### config.mk
export PLATFORM = sky130hd
export DESIGN_NAME = ps2_tx_frame_shifter_flat
export DESIGN_NICKNAME = d
export VERILOG_FILES = /design/src/rtl/ps2_tx_frame_shifter_pkg.sv /design/src/rtl/ps2_tx_frame_shifter_if.sv /design/src/rtl/ps2_tx_frame_shifter_clk_edge_sync.sv /design/src/rtl/ps2_tx_frame_shifter.sv /design/src/flat_wrapper.sv
export SDC_FILE = /design/constraint.sdc
export NUM_CORES = 1
export LEC_CHECK = 0
export ABC_AREA = 1
export CAP_MARGIN = 20
export CORE_UTILIZATION = 60
export CTS_BUF_LIST = sky130_fd_sc_hd__clkbuf_2
export DETAILED_ROUTE_END_ITERATION = 10
export PLACE_DENSITY = 0.85
export RECOVER_POWER = 50
export SLEW_MARGIN = 5
export SYNTH_ARGS = -nofsm -noshare
export SYNTH_HDL_FRONTEND = slang
export SYNTH_SLANG_ARGS = --single-unit
### constraint.sdc
create_clock -name clk -period 3.6 [get_ports clk]
set_input_delay 0.36 -clock clk [delete_from_list [all_inputs] [get_ports clk]]
set_output_delay 0.36 -clock clk [all_outputs]
set_load 0.01 [all_outputs]
### src/rtl/ps2_tx_frame_shifter_pkg.sv
`default_nettype none
// ============================================================================
// Module      : ps2_tx_frame_shifter_pkg
// Description : Shared state encodings, parity modes and parity helper for
//               the PS/2 host-to-device frame shifter.
// Revision    : 1.0 - initial release
// ============================================================================
package ps2_tx_frame_shifter_pkg;

   localparam logic [1:0] c_st_idle  = 2'd0;
   localparam logic [1:0] c_st_shift = 2'd1;
   localparam logic [1:0] c_st_ack   = 2'd2;
   localparam logic [1:0] c_st_done  = 2'd3;

   localparam int c_parity_none = 0;
   localparam int c_parity_odd  = 1;
   localparam int c_parity_even = 2;

   // Callers zero-extend the payload; the extra zeros do not affect the XOR.
   function automatic logic ps2_parity(input logic [15:0] data, input int mode);
      logic x;
      x = ^data;
      if (mode == c_parity_odd) begin
         return ~x;
      end else if (mode == c_parity_even) begin
         return x;
      end
      return 1'b0;
   endfunction

endpackage
`default_nettype wire

### src/rtl/ps2_tx_frame_shifter_if.sv
`default_nettype none
// ============================================================================
// Module      : ps2_tx_frame_shifter_if
// Description : Command-side handshake and PS/2 pad signals of the shifter.
// Revision    : 1.0 - initial release
// ============================================================================
interface ps2_tx_frame_shifter_if #(
   parameter int DATA_BITS = 8
);
   logic                 write;
   logic [DATA_BITS-1:0] data;
   logic                 shift_en;
   logic                 ps2_clk_in;
   logic                 ps2_data_in;
   logic                 ready;
   logic                 busy;
   logic                 q;
   logic                 done;
   logic                 ack_ok;
   logic                 error;

   modport master (
      output write, data, shift_en, ps2_clk_in, ps2_data_in,
      input  ready, busy, q, done, ack_ok, error
   );

   modport slave (
      input  write, data, shift_en, ps2_clk_in, ps2_data_in,
      output ready, busy, q, done, ack_ok, error
   );
endinterface
`default_nettype wire

### src/rtl/ps2_tx_frame_shifter_clk_edge_sync.sv
`default_nettype none
// ============================================================================
// Module      : ps2_tx_frame_shifter_clk_edge_sync
// Description : Multi-stage synchroniser for a raw PS/2 line with a one-cycle
//               falling-edge strobe on the synchronised level.
// Revision    : 1.0 - initial release
// ============================================================================
module ps2_tx_frame_shifter_clk_edge_sync #(
   parameter int SYNC_STAGES = 2
) (
   input  logic clk,
   input  logic nreset,
   input  logic i_pad,
   output logic o_level,
   output logic o_fall
);

   logic [SYNC_STAGES-1:0] r_sync;
   logic                   r_prev;

   // Preset to the idle-high line level so reset never fakes an edge.
   always_ff @(posedge clk) begin
      if (!nreset) begin
         r_sync <= '1;
         r_prev <= 1'b1;
      end else begin
         r_sync <= {r_sync[SYNC_STAGES-2:0], i_pad};
         r_prev <= r_sync[SYNC_STAGES-1];
      end
   end

   assign o_level = r_sync[SYNC_STAGES-1];
   assign o_fall  = r_prev & ~r_sync[SYNC_STAGES-1];

endmodule
`default_nettype wire

### src/rtl/ps2_tx_frame_shifter.sv
`default_nettype none
// ============================================================================
// Module      : ps2_tx_frame_shifter
// Description : Builds a PS/2 host-to-device frame, shifts it out on device
//               clock falling edges and samples the device ACK bit.
// Revision    : 1.0 - initial release
// ============================================================================
module ps2_tx_frame_shifter
   import ps2_tx_frame_shifter_pkg::*;
#(
   parameter int DATA_BITS      = 8,
   parameter int PARITY_MODE    = 1,
   parameter int SYNC_STAGES    = 2,
   parameter int TIMEOUT_CYCLES = 15000
) (
   input  logic                 clk,
   input  logic                 nreset,
   ps2_tx_frame_shifter_if.slave bus
);

   localparam int c_frame_len = DATA_BITS + 2 + ((PARITY_MODE != 0) ? 1 : 0);
   localparam int c_bit_w     = $clog2(c_frame_len);
   localparam int c_time_w    = $clog2(TIMEOUT_CYCLES);
   localparam logic [c_bit_w-1:0]  c_last_bit  = c_bit_w'(c_frame_len - 1);
   localparam logic [c_time_w-1:0] c_time_last = c_time_w'(TIMEOUT_CYCLES - 1);

   logic [1:0]             r_state;
   logic [1:0]             w_state_next;
   logic [c_frame_len-1:0] r_shift;
   logic [c_frame_len-1:0] w_frame;
   logic [c_bit_w-1:0]     r_bit_cnt;
   logic [c_time_w-1:0]    r_time_cnt;
   logic                   r_ack_ok;
   logic                   r_error;

   logic w_clk_fall;
   logic w_clk_level_unused;
   logic w_data_level;
   logic w_data_fall_unused;
   logic w_active;
   logic w_timeout;
   logic w_edge_acc;
   logic w_last_bit;

   ps2_tx_frame_shifter_clk_edge_sync #(
      .SYNC_STAGES (SYNC_STAGES)
   ) u_clk_sync (
      .clk     (clk),
      .nreset  (nreset),
      .i_pad   (bus.ps2_clk_in),
      .o_level (w_clk_level_unused),
      .o_fall  (w_clk_fall)
   );

   ps2_tx_frame_shifter_clk_edge_sync #(
      .SYNC_STAGES (SYNC_STAGES)
   ) u_data_sync (
      .clk     (clk),
      .nreset  (nreset),
      .i_pad   (bus.ps2_data_in),
      .o_level (w_data_level),
      .o_fall  (w_data_fall_unused)
   );

   // Frame bit 0 is the start bit, so Q is simply the LSB of the shifter.
   generate
      if (PARITY_MODE != c_parity_none) begin : g_with_parity
         assign w_frame = {1'b1, ps2_parity(16'(bus.data), PARITY_MODE), bus.data, 1'b0};
      end else begin : g_no_parity
         assign w_frame = {1'b1, bus.data, 1'b0};
      end
   endgenerate

   assign w_active   = (r_state == c_st_shift) || (r_state == c_st_ack);
   assign w_timeout  = w_active && bus.shift_en && (r_time_cnt == c_time_last);
   assign w_edge_acc = w_active && bus.shift_en && w_clk_fall && !w_timeout;
   assign w_last_bit = (r_bit_cnt == c_last_bit);

   always_ff @(posedge clk) begin
      if (!nreset) begin
         r_state <= c_st_idle;
      end else begin
         r_state <= w_state_next;
      end
   end

   always_comb begin
      w_state_next = r_state;
      case (r_state)
         c_st_idle: begin
            if (bus.write) begin
               w_state_next = c_st_shift;
            end
         end
         c_st_shift: begin
            if (w_timeout) begin
               w_state_next = c_st_idle;
            end else if (w_edge_acc && w_last_bit) begin
               w_state_next = c_st_ack;
            end
         end
         c_st_ack: begin
            if (w_timeout) begin
               w_state_next = c_st_idle;
            end else if (w_edge_acc) begin
               w_state_next = c_st_done;
            end
         end
         c_st_done: begin
            w_state_next = c_st_idle;
         end
         default: begin
            w_state_next = c_st_idle;
         end
      endcase
   end

   always_comb begin
      bus.ready  = (r_state == c_st_idle);
      bus.busy   = (r_state != c_st_idle);
      bus.q      = (r_state == c_st_shift) ? r_shift[0] : 1'b1;
      bus.done   = (r_state == c_st_done);
      bus.ack_ok = r_ack_ok;
      bus.error  = r_error;
   end

   // Edges arriving while shifting is disabled are dropped, not queued.
   always_ff @(posedge clk) begin
      if (!nreset) begin
         r_shift    <= '1;
         r_bit_cnt  <= '0;
         r_time_cnt <= '0;
         r_ack_ok   <= 1'b0;
         r_error    <= 1'b0;
      end else begin
         r_error <= 1'b0;
         if ((r_state == c_st_idle) && bus.write) begin
            r_shift    <= w_frame;
            r_bit_cnt  <= '0;
            r_time_cnt <= '0;
            r_ack_ok   <= 1'b0;
         end else if (w_timeout) begin
            r_error <= 1'b1;
         end else if (w_edge_acc) begin
            r_time_cnt <= '0;
            if ((r_state == c_st_shift) && !w_last_bit) begin
               r_shift   <= {1'b1, r_shift[c_frame_len-1:1]};
               r_bit_cnt <= r_bit_cnt + 1'b1;
            end
            if (r_state == c_st_ack) begin
               r_ack_ok <= ~w_data_level;
            end
         end else if (w_active && bus.shift_en) begin
            r_time_cnt <= r_time_cnt + 1'b1;
         end
      end
   end

endmodule
`default_nettype wire

### src/flat_wrapper.sv
// flat-port wrapper written by rule: the top's interface ports become plain ports
module ps2_tx_frame_shifter_flat import ps2_tx_frame_shifter_pkg::*;
#(
   parameter int DATA_BITS      = 8,
   parameter int PARITY_MODE    = 1,
   parameter int SYNC_STAGES    = 2,
   parameter int TIMEOUT_CYCLES = 15000
)
  (clk, nreset, bus_write, bus_data, bus_shift_en, bus_ps2_clk_in, bus_ps2_data_in, bus_ready, bus_busy, bus_q, bus_done, bus_ack_ok, bus_error);
  ps2_tx_frame_shifter_if #(.DATA_BITS(DATA_BITS)) bus_i ();
  input  logic clk;
  input  logic nreset;
  input wire logic [$bits(bus_i.write)-1:0] bus_write;
  input wire logic [$bits(bus_i.data)-1:0] bus_data;
  input wire logic [$bits(bus_i.shift_en)-1:0] bus_shift_en;
  input wire logic [$bits(bus_i.ps2_clk_in)-1:0] bus_ps2_clk_in;
  input wire logic [$bits(bus_i.ps2_data_in)-1:0] bus_ps2_data_in;
  output wire logic [$bits(bus_i.ready)-1:0] bus_ready;
  output wire logic [$bits(bus_i.busy)-1:0] bus_busy;
  output wire logic [$bits(bus_i.q)-1:0] bus_q;
  output wire logic [$bits(bus_i.done)-1:0] bus_done;
  output wire logic [$bits(bus_i.ack_ok)-1:0] bus_ack_ok;
  output wire logic [$bits(bus_i.error)-1:0] bus_error;
  assign bus_i.write = bus_write;
  assign bus_i.data = bus_data;
  assign bus_i.shift_en = bus_shift_en;
  assign bus_i.ps2_clk_in = bus_ps2_clk_in;
  assign bus_i.ps2_data_in = bus_ps2_data_in;
  assign bus_ready = bus_i.ready;
  assign bus_busy = bus_i.busy;
  assign bus_q = bus_i.q;
  assign bus_done = bus_i.done;
  assign bus_ack_ok = bus_i.ack_ok;
  assign bus_error = bus_i.error;
  ps2_tx_frame_shifter #(.DATA_BITS(DATA_BITS), .PARITY_MODE(PARITY_MODE), .SYNC_STAGES(SYNC_STAGES), .TIMEOUT_CYCLES(TIMEOUT_CYCLES)) u_core (.clk(clk), .nreset(nreset), .bus(bus_i));
endmodule
# ---- Word level (Yosys, flattened, before mapping)
# Index checks and enable logic that the tools add are counted.
dict set report word_totals {
  word_cells 62
  regBits 37
}
dict set report op_classes {
  reduce_logical 22
  eq_ne 9
  n_mux 14
  n_addsub 2
  n_bitwise 6
}
# cell n
set ops {}
lappend ops {{2-to-1 mux 10 bit} 4}
lappend ops {{2-to-1 mux 14 bit} 2}
lappend ops {{XOR reduction 16 bit} 1}
lappend ops {{adder 14 x 1 -> 14 bit, second input constant} 1}
lappend ops {{== test 14 bit, second input constant} 1}
lappend ops {{AND reduction 3 bit} 4}
lappend ops {{2-to-1 mux 2 bit} 5}
lappend ops {{case mux 2 bit (4 select lines)} 1}
lappend ops {{nonzero test 2 bit} 4}
lappend ops {{logical AND 1 bit} 7}
lappend ops {{inequality test 3 x 1 -> 1 bit, second input constant} 2}
lappend ops {{NOT 1 bit} 5}
lappend ops {{adder 4 x 1 -> 4 bit, second input constant} 1}
lappend ops {{== test 2 bit, second input constant} 2}
lappend ops {{== test 4 bit, second input constant} 1}
lappend ops {{inequality test 2 bit, second input constant} 2}
lappend ops {{== test 2 x 1 -> 1 bit, second input constant} 1}
lappend ops {{zero test 1 bit} 2}
lappend ops {{zero test 2 bit} 1}
lappend ops {{2-to-1 mux 1 bit} 2}
lappend ops {{AND reduction 2 bit} 1}
lappend ops {{OR reduction 2 bit} 1}
lappend ops {{bitwise AND 1 bit} 1}
lappend ops {{logical OR 1 bit} 1}

# ---- Logic depth before layout (Yosys ltp)
# Gate-level depths: netlist of the first run.
dict set report depth {
  ltp_word 10
  mapped_depth 11
}

# ---- Hierarchy
# From an unflattened synthesis of the first run, not the netlist that was laid out.
dict set report unflattened {
  hier_cells 266
  area_unflattened_um2 2094.5
}
# mod cells_each instances area_per_inst_um2
set by_module_without_submodules {}
lappend by_module_without_submodules {ps2_tx_frame_shifter 244 1 1914.3}
lappend by_module_without_submodules {ps2_tx_frame_shifter_clk_edge_sync 11 2 90.1}

# ---- Worst setup path after synthesis of the first run
# OpenSTA, ideal clock, no wires.
dict set report synth_timing {
  kind {register -> register}
  startpoint {reg u_core.r_state[0]}
  endpoint {reg u_core.r_shift[0]}
  synth_period_minus_slack_ns 1.646
  setup_ns 0.134
  n_path_buf 1
  required_time_ns 3.466
  path_slack_ns 1.954
  path_stages_with_launch 11
  arrival_time_ns 1.512
  cell_sequence {dfxtp_1 > inv_1 > ha_1 > nand2_1 > inv_1 > nand3_1 > inv_2 > nand3_4 > nand2_2 > buf_6 > o211ai_2}
}
dict set report synth_via {
  elab_chain_cells 8
}
# element line
set synth_rtl {}
lappend synth_rtl {{from (decl)} ps2_tx_frame_shifter.sv:27} ;# logic [1:0] r_state;
lappend synth_rtl {{from (signal assigned)} ps2_tx_frame_shifter.sv:81} ;# r_state <= c_st_idle;
lappend synth_rtl {{from (signal assigned)} ps2_tx_frame_shifter.sv:83} ;# r_state <= w_state_next;
lappend synth_rtl {{== test 2 x 1 -> 1 bit or == test 2 bit (tied branches)} {ps2_tx_frame_shifter.sv:74, ps2_tx_frame_shifter.sv:146}}
lappend synth_rtl {{logical OR 1 bit} ps2_tx_frame_shifter.sv:74} ;# assign w_active = (r_state == c_st_shift) || (r_state == c_st_ack);
lappend synth_rtl {{logical AND 1 bit} {ps2_tx_frame_shifter.sv:75, ps2_tx_frame_shifter.sv:76}}
lappend synth_rtl {{logical AND 1 bit} ps2_tx_frame_shifter.sv:75} ;# assign w_timeout = w_active && bus.shift_en && (r_time_cnt == c_time_last);
lappend synth_rtl {{zero test 1 bit} ps2_tx_frame_shifter.sv:76} ;# assign w_edge_acc = w_active && bus.shift_en && w_clk_fall && !w_timeout;
lappend synth_rtl {{logical AND 1 bit} ps2_tx_frame_shifter.sv:76}
lappend synth_rtl {{nonzero test 2 bit (no source line)} -}
lappend synth_rtl {{AND reduction 3 bit (no source line)} -}
lappend synth_rtl {{to (signal assigned)} ps2_tx_frame_shifter.sv:138} ;# r_shift <= w_frame;
lappend synth_rtl {{to (signal assigned)} ps2_tx_frame_shifter.sv:147} ;# r_shift <= {1'b1, r_shift[c_frame_len-1:1]};
lappend synth_rtl {{to (decl)} ps2_tx_frame_shifter.sv:29} ;# logic [c_frame_len-1:0] r_shift;
# Parallel ways exist; a longest one is shown, timed or not.
# A chain may end at the register's enable or synchronous reset.

# ---- Worst setup path in the final report of the first run
dict set report layout_timing {
  startpoint {reg u_core.r_state[0]}
  endpoint {reg u_core.r_shift[8]}
}
# The elaborated chain is that of the path after synthesis.

==> summary.txt, run 1 <==
Clocking
  • Cts repair resizes: 0
  • Worst skew pair latency: 400 ps
  • H-tree levels: 2
  • Root Driver: clkbuf_2
  • Clk sinks: 37
  • Clk pin slew, worst setup/hold paths: 170 ps
  • CTS tree: built
  • Max clock buf depth: 2
  • Inserted Clock Buffers: 5
  • Post-CTS Hold Fix Bufs: 0
  • Setup Fix Bufs, Post-CTS: 0

Logic synthesis
  • Post-synthesis mux area share: 0%
  • Complex-gate fraction of the synthesized area: 8.98%
  • Area share of fa/ha/maj cells after synthesis: 4.24%
  • Synth unique cells: 34
  • Asr flop ratio synth: 0%
  • Main combinational cell family by area after synthesis: simple AND/OR/NAND/NOR gates
  • Syn Nets: 323
  • Area of the mapped netlist: 2060 sq um
  • Post-Synth XOR/XNOR Area: 3.82%
  • Most area-consuming cells after synthesis: dfxtp_1 36%, nand2_1 17%, nand3_1 7.5%, inv_1 5.3%, a21oi_1 4.6%
  • YS warnings: 0
  • Simple-gate share of the synthesized area: 38.6%
  • Mean post-synth cell area: 6.83 sq um
  • Post-synth EDFFs: 0
  • FF+latch count, synth: 37
  • Leading area contributor after synthesis: dfxtp_1
  • Yosys top cell area share: 35.9%
  • Syn Inst Count: 302
  • Sequential fraction of the synthesis area: 35.9%
  • Ys flop type: dfxtp_1

Setup path
  • R2r endpoint: u_core.r_shift[8]$_SDFFE_PN1P_
  • Setup slack, reg-to-reg: 1410 ps
  • Critical path's slowest cell: dfxtp_1
  • WP data required: 3870 ps
  • Critical-path cell list: inv_1 -> ha_1 -> nand2_1 -> inv_1 -> nand3_1 -> inv_2 -> nand3_4 -> nand2_1 -> inv_2 -> nand2_1 -> nand3_1
  • Worst Setup Start Kind: flip-flop
  • CP peak stage delay: 420 ps
  • Buf+Inv Stages, Crit Path: 4
  • Crit path max fanout: 11
  • Worst setup EP type: flip-flop
  • CP top delay family: simple AND/OR/NAND/NOR gates
  • Most used cell, CP: nand2_1
  • Critical path type: flip-flop to flip-flop
  • Worst reg2reg path startpoint: u_core.r_state[0]$_SDFFE_PN0P_
  • Worst R2R Path Depth: 11
  • CP arrival: 2450 ps

Hold path
  • Hold depth: 2
  • Worst min path class: flip-flop to flip-flop
  • Hold endpoint: u_core.u_clk_sync.r_sync[1]$_SDFF_PN1_
  • Hold Crit Start: u_core.u_clk_sync.r_sync[0]$_SDFF_PN1_

Floorplanning
  • Core ar.: 3150 sq um
  • I/O pin cnt: 20
  • Die height: 60.6 microns
  • Die width: 60.6 microns
  • Starting Density: 65.4%
  • Num rows: 20
  • Die ar.: 3680 sq um

Timing
  • Finish-stage setup viols: 0
  • Worst Tran Pin Value: 761 ps
  • Final setup TNS: 0 ps
  • Relative slew slack: 49.3%
  • Endpoints failing hold: 0
  • Final Skew: 18.9 ps
  • Fin crit period: 2190 ps
  • RSZ-0062 raised after global routing: false
  • Pins Over Slew Limit: 0
  • Period utilisation layout: 60.7%
  • Max Clock Freq: 458 MHz
  • Final hold slack: 439 ps

Routing
  • Wl on met1: 2020 microns
  • Routed vias/inst: 5.42
  • Via count: 1,996
  • Initial drt markers: 182
  • DRC viols: 0
  • TritonRoute pass-1 iters: 4
  • Final WL: 4370 microns
  • Routed wire length on met3: 279 microns
  • Wire length per cell: 11.9 microns
  • Met2 WL: 1990 microns
  • DR top layer: met4
  • Post-route ant nets: 0

Global routing
  • First-pass GRT wire length: 7040 microns
  • Grt total ovfl: 0
  • Number of global-route vias before repair: 1,640
  • Total GRT Usage: 26.0%
  • Pin count of the biggest net entering global routing: 19
  • Antenna violations before repair: 0

Final layout
  • Ant. Diodes: 0
  • Leading cell type in the layout, fill and taps excluded: nand2_1
  • Fillers: 292
  • Layout Nets: 344
  • Layout cells sized above 1: 6.48%
  • Most frequent cells in the layout: 95 x nand2_1, 37 x dfxtp_1, 31 x nand3_1, 30 x inv_1
  • Register Area: 741 sq um
  • Synth-to-layout area growth: 11.9%
  • Multi-input logic area: 1140 sq um

Run status
  • Outcome: finished, final reports clean

Placed design
  • Post-DP HPWL: 3310 microns
  • IO Port Bufs: 19
  • GPL Wtd Cong: 0.878

Power
  • P_leak: 0.979 nW
  • Pwr dens: 455 nW/um^2
  • VDD IR max: 0.278 mV

Job
  • Max_cap viols: 0
[layout make-up]
cell class / count / area share, %
Multi-Input combinational cell: 222 / 49.5
Sequential cell: 37 / 32.1
Timing Repair Buffer: 20 / 8.40
Inverter: 37 / 6.07
Tap cell: 44 / 2.38
Clock buffer: 5 / 1.08
Clock inverter: 3 / 0.542
[kinds of logic after synthesis]
family	Yosys count
and+or+nand+nor	175
xor gates and xnor gates	9
buffers and inverters	43
adders and majority gates	7
AOI/OAI and AO/OA	31
DFF	37
[power breakdown]
part           switching (mW)  leakage, nW  internal (mW)  total [mW]
Combinational           0.235        0.649          0.143       0.378
Clock                   0.139       0.0278         0.0425       0.182
Sequential             0.0314        0.302          0.459       0.490
[cells in the mapped netlist (2+ instances only)]
cell type,n
nor2_1,18
or2_1,3
a21oi_1,19
nor2_2,3
dfxtp_1,37
clkbuf_1,2
nand4_1,10
xor2_1,4
nand2_2,2
inv_1,29
inv_2,6
nor4_1,2
nand2_1,94
nand3_4,2
ha_1,7
o21ai_1,5
nor3_1,7
nand3_1,31
o211ai_1,2
xnor2_1,5
[through the flow]
step | setup WS (ps) | cells | instance area, sq um | power (mW) | util, %
2_1_floorplan | 1950 | 302 | 2060 | 0.785 | -
3_3_place_gp | 1470 | 360 | 2280 | 0.870 | 72.3
3_5_place_dp | 1430 | 360 | 2280 | 0.877 | 72.3
4_1_cts | 1450 | 368 | 2320 | 1.06 | 73.5
5_1_grt | 1170 | 368 | 2310 | 1.13 | 73.3
6_report | 1410 | 368 | 2310 | 1.05 | 73.3
[how the worst max path moves through the flow]
| stage | start | endpoint | slack [ps] | depth (start not counted) |
|---|---|---|---|---|
| after global routing | u_core.r_state[0]$_SDFFE_PN0P_ | u_core.r_shift[2]$_SDFFE_PN1P_ | 1170 | 11 |
| after CTS | u_core.r_state[0]$_SDFFE_PN0P_ | bus_busy | 1450 | 4 |
| after detailed placement | bus_write | u_core.r_time_cnt[1]$_SDFFE_PP0P_ | 1430 | 8 |
| after floorplan | u_core.r_state[0]$_SDFFE_PN0P_ | u_core.r_shift[0]$_SDFFE_PN1P_ | 1950 | 10 |
| final | u_core.r_state[0]$_SDFFE_PN0P_ | u_core.r_shift[8]$_SDFFE_PN1P_ | 1410 | 11 |
| after global placement | bus_write | u_core.r_time_cnt[1]$_SDFFE_PP0P_ | 1470 | 8 |
[registers in the layout (all words and copies together), names as in the netlist]
| name | cells |
|---|---|
| u_core.r_bit_cnt | 4 |
| u_core.u_clk_sync.r_sync | 2 |
| u_core.r_shift | 10 |
| u_core.bus.ack_ok | 1 |
| u_core.r_time_cnt | 14 |
| u_core.r_state | 2 |
| u_core.bus.error | 1 |
| u_core.u_clk_sync.r_prev | 1 |
| u_core.u_data_sync.r_sync | 2 |
[metal layers]
layer	up-vias	GRT usage, %
met2	76	39.9
li1	1017	-
met3	8	6.82
met4	0	9.42
met1	895	35.4
met5	-	0
[worst min-delay path, cell delays in order (launching register included)]
cell and delay, ps:
dfxtp_1 340, inv_1 40, nand2_1 40
Power figures use the tool's default switching activity.
==> run 2, diff against run 1 <==
--- a/config.mk
+++ b/config.mk
@@ -7,10 +7,10 @@
 export LEC_CHECK = 0
 export ABC_AREA = 1
 export CAP_MARGIN = 20
-export CORE_UTILIZATION = 60
+export CORE_UTILIZATION = 53
 export CTS_BUF_LIST = sky130_fd_sc_hd__clkbuf_2
 export DETAILED_ROUTE_END_ITERATION = 10
-export PLACE_DENSITY = 0.85
+export PLACE_DENSITY = 0.8
 export RECOVER_POWER = 50
 export SLEW_MARGIN = 5
 export SYNTH_ARGS = -nofsm -noshare
==> constraint.sdc (replaced) <==
create_clock -name clk -period 1.8 [get_ports clk]
set_input_delay 0.18 -clock clk [delete_from_list [all_inputs] [get_ports clk]]
set_output_delay 0.18 -clock clk [all_outputs]
set_load 0.01 [all_outputs]
==> run 2 against run 1 <==
  * Sequential cell count is the same
  * Clock skew grew 2.7 ps
  * Global-route usage shrank 1.6 points
  * Utilization shrank 7.2 points
  * Highest routed layer unchanged
  * Combinational power grew 130%
  * Final area grew 5.4%
  * Power grew 110%
  * Wire length grew 9.3%
  * Clock-buffer cell count grew 1
  * Via count grew 2.9%
  * First-iteration DRC count grew 5.5%
  * Register-to-register slack lost 1300 ps
  * Critical path type is now flip-flop to output port
==> summary.txt, run 2 (same netlist as run 1, synthesis figures left out) <==
Clocking
  • Clk sinks: 37 (unchanged)
  • Clk pin slew, worst setup/hold paths: 170 ps (about the same)
  • H-tree levels: 2 (unchanged)
  • Root Driver: clkbuf_2
  • CTS tree: built
  • Inserted Clock Buffers: 5 (unchanged)
  • Post-CTS Hold Fix Bufs: 0 (unchanged)
  • Worst skew pair latency: 400 ps (about the same)
  • Max clock buf depth: 2 (unchanged)

Final layout
  • Layout Nets: 356 (+3.5%)
  • Ant. Diodes: 0 (unchanged)
  • Synth-to-layout area growth: 18.0%
  • Fillers: 345 (+18%)
  • Max reg flops: 14 (unchanged)
  • Largest regs: u_core.r_time_cnt x14, u_core.r_shift x10, u_core.r_bit_cnt x4
  • Most frequent cells in the layout: 93 x nand2_1, 34 x dfxtp_1, 30 x nand3_1, 28 x inv_1, 19 x a21oi_1
  • Final instance area: 2430 sq um (+5.4%)
  • Final non-filler cell total: 383 (+4.1%)
  • Finished Core Util: 66.0% (-7.2 points)
  • Biggest register: u_core.r_time_cnt
  • Leading cell type in the layout, fill and taps excluded: nand2_1
  • Layout cells sized above 1: 13.4% (+7.0 points)

Setup path
  • Worst setup EP type: output port
  • Worst Setup Start Kind: flip-flop
  • CP top delay family: buffers and inverters
  • Critical path depth: 3 (-8)
  • Critical path type: flip-flop to output port
  • Setup crit end: bus_done
  • WP data required: 1620 ps (-2250 ps)
  • CP peak stage delay: 470 ps (+50 ps)
  • Worst R2R Path Depth: 11 (unchanged)
  • Setup slack, reg-to-reg: 100 ps (-1310 ps)
  • Worst Setup SP: u_core.r_state[0]$_SDFFE_PN0P_
  • R2r endpoint: u_core.r_shift[8]$_SDFFE_PN1P_
  • Crit path max fanout: 3 (-8)
  • Worst reg2reg path startpoint: u_core.r_state[0]$_SDFFE_PN0P_
  • Buf+Inv Stages, Crit Path: 2 (-2)
  • Critical-path cell list: buf_4 -> ha_1 -> clkdlybuf4s50_1
  • CP arrival: 1530 ps (-920 ps)
  • Critical path's slowest cell: clkdlybuf4s50_1

Routing
  • DRC viols: 0 (unchanged)
  • Wire length per cell: 12.5 microns (+5.0%)
  • TritonRoute pass-1 iters: 5 (+1)
  • Via count: 2,054 (+2.9%)
  • Post-route ant nets: 0 (unchanged)
  • Final WL: 4770 microns (+9.3%)
  • Initial drt markers: 192 (+5.5%)
  • Routed vias/inst: 5.36 (-1.1%)

Timing
  • Relative slew slack: 71.5% (+22 points)
  • Post-route setup slack: 86.1 ps (-1330 ps)
  • Final Skew: 21.7 ps (+2.75 ps)
  • Final setup TNS: 0 ps (unchanged)
  • Worst Tran Pin Value: 426 ps (-335 ps)
  • Max Clock Freq: 583 MHz
  • Fin crit period: 1710 ps
  • Endpoints failing hold: 0 (unchanged)
  • Final hold slack: 301 ps (-138 ps)
  • Finish-stage setup viols: 0 (unchanged)
  • Period utilisation layout: 95.2%
  • Pins Over Slew Limit: 0 (unchanged)
  • RSZ-0062 raised after global routing: true

Run status
  • Outcome: finished, final reports clean

Power
  • VDD IR max: 0.661 mV (+140%)
  • Pwr dens: 911 nW/um^2 (+100%)
  • Pwr Total: 2.22 mW (+110%)
  • P_leak: 1.03 nW (+4.8%)

Placed design
  • IO Port Bufs: 19 (unchanged)
  • Post-DP HPWL: 3520 microns (+6.5%)
  • GPL Wtd Cong: 0.941 (+7.2%)
  • Placement Setup Slack: 41.5 ps (-1390 ps)
  • Placed Cells: 374 (+3.9%)
  • Dpl cell area: 2360 sq um (+3.5%)

Global routing
  • Pin count of the biggest net entering global routing: 18 (-1)
  • First-pass GRT wire length: 7850 microns (+11%)
  • Total GRT Usage: 24.4% (-1.6 points)
  • Antenna violations before repair: 0 (unchanged)
  • Number of global-route vias before repair: 1,832 (+12%)
  • Grt total ovfl: 0 (unchanged)

Floorplanning
  • Die ar.: 4150 sq um (+13%)
  • Starting Density: 55.9% (-9.5 points)
  • I/O pin cnt: 20 (unchanged)
  • Die width: 64.4 microns (+6.2%)
  • Die height: 64.4 microns (+6.2%)
  • Core ar.: 3690 sq um (+17%)
  • Num rows: 22 (+10%)

Job
  • Max_cap viols: 0 (unchanged)

Hold path
  • Worst min path class: primary input to flip-flop
  • Hold depth: 3 (+1)
==> run 2: how the worst min path moves through the flow <==
stage                                           startpoint                                       to
floorplan                                   bus_ps2_clk_in   u_core.u_clk_sync.r_sync[0]$_SDFF_PN1_
global placement    u_core.u_clk_sync.r_sync[0]$_SDFF_PN1_   u_core.u_clk_sync.r_sync[1]$_SDFF_PN1_
detailed placement  u_core.u_clk_sync.r_sync[0]$_SDFF_PN1_   u_core.u_clk_sync.r_sync[1]$_SDFF_PN1_
CTS                                         bus_ps2_clk_in   u_core.u_clk_sync.r_sync[0]$_SDFF_PN1_
global route                               bus_ps2_data_in  u_core.u_data_sync.r_sync[0]$_SDFF_PN1_
finish                                      bus_ps2_clk_in   u_core.u_clk_sync.r_sync[0]$_SDFF_PN1_
==> run 2: repair_timing <==
| item | in CTS | in global routing |
|---|---|---|
| setup endpoints to repair | 2 | 26 |
| resized for setup | 2 | 11 |
| pin swaps | 0 | 1 |
| cloned | 0 | 1 |
| endpoints found under the hold margin | 0 | 0 |
| buffers inserted | 0 | 1 |
==> run 2: routing by layer <==
| layer | wire length (microns) | GRT usage, % | part of all wire, % |
|---|---|---|---|
| met5 | 0 | 0 | 0 |
| met4 | 60 | 11.1 | 1.3 |
| met3 | 342 | 5.89 | 7.2 |
| met2 | 2150 | 38.7 | 45 |
| met1 | 2220 | 31.1 | 46 |
==> run 2: worst min-delay path: stages <==
cell and delay (ps):
clkdlybuf4s50_1 400, inv_1 50, nand2_1 40
==> run 2: area by class of cell <==
type / count / area [sq um] / share of cell area [%]
Sequential cell: 37 / 744 / 30.6
Inverter: 37 / 140 / 5.76
Clock inverter: 1 / 3.75 / 0.154
Clock buffer: 6 / 30.0 / 1.23
Timing Repair Buffer: 31 / 278 / 11.4
Multi-Input combinational cell: 223 / 1180 / 48.4
Tap cell: 48 / 60.1 / 2.47
==> run 2: report_power, final <==
group	switching, mW	internal (mW)	total, mW	leakage [nW]
Combinational	0.533	0.353	0.886	0.696
Clock	0.268	0.0905	0.359	0.0265
Sequential	0.0510	0.922	0.973	0.303
==> run 3, diff against run 2 <==
--- a/config.mk
+++ b/config.mk
@@ -16,3 +16,4 @@
 export SYNTH_ARGS = -nofsm -noshare
 export SYNTH_HDL_FRONTEND = slang
 export SYNTH_SLANG_ARGS = --single-unit
+export TNS_END_PERCENT = 100
==> results of run 3 <==
Final layout, timing and power as in run 2 (identical DEF).
